--- src/rtl/imem_arb_pkg.sv ---
// Shared types and constants for the imem port arbiter.
package imem_arb_pkg;

  typedef enum logic [1:0] {IDLE, READ, RESP} arb_state_t;

  localparam int unsigned REQ_FETCH = 0;
  localparam int unsigned REQ_DEBUG = 1;

endpackage

--- src/rtl/rr_arb2.sv ---
// Two-way round-robin arbiter: a lone requester always wins, prio breaks ties.
module rr_arb2 (
  input  logic [1:0] valid,
  input  logic       prio,
  output logic       grant,
  output logic       any
);

  always_comb begin
    grant = 1'b0;
    if (valid == 2'b11) begin
      grant = prio;
    end else if (valid[1]) begin
      grant = 1'b1;
    end
    any = |valid;
  end

endmodule

--- src/rtl/imem_port_arbiter.sv ---
// Shares the combinational imem read port between fetch (port 0) and debug (port 1).
module imem_port_arbiter
  import imem_arb_pkg::*;
#(
  parameter int unsigned N  = 32,
  parameter int unsigned AW = 6
) (
  input  logic          clk,
  input  logic          reset,
  input  logic [1:0]    req_valid,
  input  logic [AW-1:0] req_addr0,
  input  logic [AW-1:0] req_addr1,
  output logic [1:0]    req_ready,
  output logic [1:0]    rsp_valid,
  input  logic [1:0]    rsp_ready,
  output logic [N-1:0]  rsp_data,
  output logic [AW-1:0] mem_addr,
  input  logic [N-1:0]  mem_q
);

  arb_state_t    state_q, state_d;
  logic          prio_q;
  logic          owner_q;
  logic [AW-1:0] addr_q;
  logic [N-1:0]  data_q;
  logic          grant;
  logic          any;

  rr_arb2 u_rr_arb2 (
    .valid (req_valid),
    .prio  (prio_q),
    .grant (grant),
    .any   (any)
  );

  always_comb begin
    state_d   = state_q;
    req_ready = 2'b00;
    rsp_valid = 2'b00;
    unique case (state_q)
      IDLE: begin
        if (any) begin
          req_ready[grant] = 1'b1;
          state_d          = READ;
        end
      end
      READ: state_d = RESP;
      RESP: begin
        rsp_valid[owner_q] = 1'b1;
        if (rsp_ready[owner_q]) begin
          state_d = IDLE;
        end
      end
      default: state_d = IDLE;
    endcase
  end

  // Address and data are registered so the outputs stay stable across states.
  assign mem_addr = addr_q;
  assign rsp_data = data_q;

  always_ff @(posedge clk) begin
    if (reset) begin
      state_q <= IDLE;
      prio_q  <= 1'b0;
      owner_q <= 1'b0;
      addr_q  <= '0;
      data_q  <= '0;
    end else begin
      state_q <= state_d;
      if (state_q == IDLE && any) begin
        addr_q  <= grant ? req_addr1 : req_addr0;
        owner_q <= grant;
        prio_q  <= ~grant;
      end
      if (state_q == READ) begin
        data_q <= mem_q;
      end
    end
  end

endmodule

--- config.mk ---
export PLATFORM = sky130hd
export DESIGN_NAME = imem_port_arbiter
export DESIGN_NICKNAME = d
export VERILOG_FILES = /design/src/rtl/imem_arb_pkg.sv /design/src/rtl/rr_arb2.sv /design/src/rtl/imem_port_arbiter.sv
export SDC_FILE = /design/constraint.sdc
export NUM_CORES = 1
export LEC_CHECK = 0
export ABC_CLOCK_PERIOD_IN_PS = 1700
export CAP_MARGIN = 20
export CORE_MARGIN = 4
export CORE_UTILIZATION = 37
export CTS_CLUSTER_DIAMETER = 40
export DETAILED_ROUTE_END_ITERATION = 10
export GPL_ROUTABILITY_DRIVEN = 0
export GPL_TIMING_DRIVEN = 0
export PLACE_DENSITY = 0.78
export SYNTH_ARGS = -nofsm -noshare
export SYNTH_HDL_FRONTEND = slang
export SYNTH_SLANG_ARGS = --single-unit
--- constraint.sdc ---
create_clock -name clk -period 1.7 [get_ports clk]
set_input_delay 0.17 -clock clk [delete_from_list [all_inputs] [get_ports clk]]
set_output_delay 0.17 -clock clk [all_outputs]
set_load 0.005 [all_outputs]
==> results.yml <==
run_status:
  outcome: "finished clean"
clock_tree:
  cts_tree: "built"
  cts.sinks: 42
  cts_root_buf: "clkbuf_8"
  clock_latency_ns: 0.29
  clock_path_buffers: 2
  clkTransAtPathRegs_ns: 0.08
  htreeDepth: 2
  cts_made_buffers: 5
yosys:
  yosys_warnings: 0
  seq_area_frac_synth: 0.525
  synth_cell_types: 24
  synth.ff_latch_count: 42
  syn_avg_cell_area_um2: 7.96
  muxShareOfSynthArea: 0.00625
  synth_compound_area_frac: 0.181
  synth-xor-area-share: 0
  synthSimpleGateAreaFrac: 0.235
  synth_top_family_by_area: "simple AND/OR/NAND/NOR gates"
  synth-adder-area-share: 0
  synthCells: 201
  syn_nets: 251
  synthesis.area_um2: 1600
detailed_routing:
  drc: 0
  vias_per_cell: 4.84
  vias: 1698
  wire_per_inst_um: 12.9
  drt-initial-drc-count: 63
  ant_nets: 0
  drt-total-wl_um: 4520
  dr.pass1.iters: 4
hold_path:
  hold_path_depth: 3
  hp-class: "primary input to flop"
  worstHoldStart: "req_valid[0]"
  hold_end: "mem_addr[1]"
worst_setup_path:
  arrival_ns: 1.41
  regToRegEndpoint: "mem_addr[5]"
  worstRegToRegCells: 4
  worst_setup_path_start_kind: "flop"
  rr_startpoint: "state_q[1]"
  r2r_slack_ns: 0.42
  worstSetupStartpoint: "state_q[1]"
  required_ns: 1.53
  end_kind: "primary output"
  cp_max_fo: 8
  critPathKind: "flop to primary output"
power:
  seqPwrFrac: 0.463
  comb_power_share: 0.219
  p_switching_mw: 0.572
  power_frac_clock: 0.318
  max-vdd-ir-drop_v: 0.000621
  swShare: 0.240
  power.leakage_nw: 1.02
  power_density_nw_per_um2: 875
  internal-power_mw: 1.81
global_routing:
  grt_first_pass_wirelength_um: 7320
  overflow: 0
  grt_pass1_vias: 1618
  antenna_found_initial: 0
  grt_max_degree: 13
  grt.total_usage: 0.172
timing:
  worst_pin_slew_ns: 0.544
  skew_ns: 0.00481
  hold_slack_ns: 0.257
  hold_viol_final: 0
  fin_ws_ns: 0.121
  max-slew-margin-rel: 0.636
  fmax_ghz: 0.633
  finalSetupTns_ns: 0
  fin_crit_ns: 1.58
  drv_slew: 0
  setup_viol_count_final: 0
  rsz0062_at_grt: "no"
  fin_crit_sh: 0.929
place:
  hpwlAfterDp_um: 3300
  pre_cts_ws_ns: 0.0243
  placed_cells: 339
  port_buffers: 88
floorplan:
  start_util: 0.392
  ioPinCount: 92
  die_x_um: 73.8
  fp.coreArea_um2: 4090
  die_h_um: 73.8
  design.die.area_um2: 5440
  placementRows: 23
final_layout:
  final_common_cell: "clkdlybuf4s50_1"
  final_cell_mix: "clkdlybuf4s50_1, nand2_1, dfxtp_1"
  final_nets: 350
  fill_cells: 358
  final_cell_count_no_fill: 351
  drive_gt1_frac: 0.103
  multi_input_area_um2: 702
  diodes: 0
  regArea_um2: 850
  syn_to_final_growth_pct: 70.1
job:
  cap_viol_max_count: 0
registers in the layout, indices dropped and copies added, names as in the netlist:
name      count
rsp_data     32
prio_q        1
owner_q       1
state_q       2
mem_addr      6
cell type report:
class,count,area share
Buffer,16,0.0271
Clock buffer,7,0.0280
Clock inverter,1,0.0110
Inverter,2,0.00276
Multi-Input combinational cell,140,0.258
Sequential cell,42,0.312
Tap cell,50,0.0230
Timing Repair Buffer,93,0.338
worst max-delay path, stage by stage, from the launching register on:
cell and delay (ns):
dfxtp_4 0.41, nor3b_2 0.19, clkdlybuf4s50_1 0.52
worst max-delay path by stage:
stage / endpoint / slack (ns) / cells past startpoint
2_1_floorplan: mem_addr[5] / 0.51 / 4
3_3_place_gp: req_ready[0] / 0.04 / 5
3_5_place_dp: req_ready[0] / 0.02 / 4
4_1_cts: req_ready[1] / 0.009 / 4
5_1_grt: req_ready[0] / 0.05 / 5
6_report: rsp_valid[0] / 0.12 / 2
through the flow:
stage               instance area, um2   util  power [mW]
detailed placement                2540  0.622        1.62
finish                            2720  0.666        2.38
CTS                               2690  0.658        2.41
global placement                  2540  0.622        1.61
global route                      2720  0.666        2.53
floorplan                         1600      -        1.32
Yosys cell counts:
cell | number | area share
nor2b_1 | 1 | 0.0039
nand3b_1 | 1 | 0.0047
clkbuf_1 | 5 | 0.012
dfxtp_1 | 42 | 0.53
nand2b_1 | 2 | 0.0078
a31oi_1 | 5 | 0.020
mux2i_1 | 1 | 0.0063
o21ba_1 | 1 | 0.0063
a21oi_1 | 35 | 0.11
and3b_1 | 1 | 0.0055
inv_1 | 2 | 0.0047
or2_1 | 1 | 0.0039
a311oi_2 | 1 | 0.0094
buf_1 | 1 | 0.0023
o21ai_0 | 7 | 0.022
a21bo_2 | 1 | 0.0063
nor3_1 | 1 | 0.0031
nand3_1 | 7 | 0.022
a211oi_2 | 1 | 0.0078
nor3b_1 | 1 | 0.0047
nand2_1 | 65 | 0.15
buf_2 | 11 | 0.034
nor2_1 | 3 | 0.0070
nand4_1 | 5 | 0.020
repair_timing:
action,CTS,global route
hold buffers,0,0
endpoints found under the setup margin,3,2
resized for setup,10,3
setup buffers,2,3
pin swaps,3,0
power groups by stage:
stage / Combinational [mW] / Sequential [mW] / Clock, mW
after floorplan: 0.198 / 1.12 / 0
after global placement: 0.494 / 1.12 / 0
after detailed placement: 0.499 / 1.12 / 0
after CTS: 0.517 / 1.10 / 0.786
after global routing: 0.574 / 1.11 / 0.840
final: 0.521 / 1.10 / 0.758
cells by family (layout without fill, tap and decap cells):
kind of cell / count (synthesis) / in the layout
muxes: 1 / 1
buffers and inverters: 19 / 119
AOI/OAI and AO/OA: 51 / 51
and+or+nand+nor: 88 / 88
DFF: 42 / 42
metal layers:
metal,vias to the layer above,global-route usage,routed length [um]
met4,0,0.0362,27
met2,69,0.277,2090
met3,5,0.0575,400
met5,-,0,0
met1,757,0.224,2000
li1,867,-,-
Power figures use the tool's default switching activity.
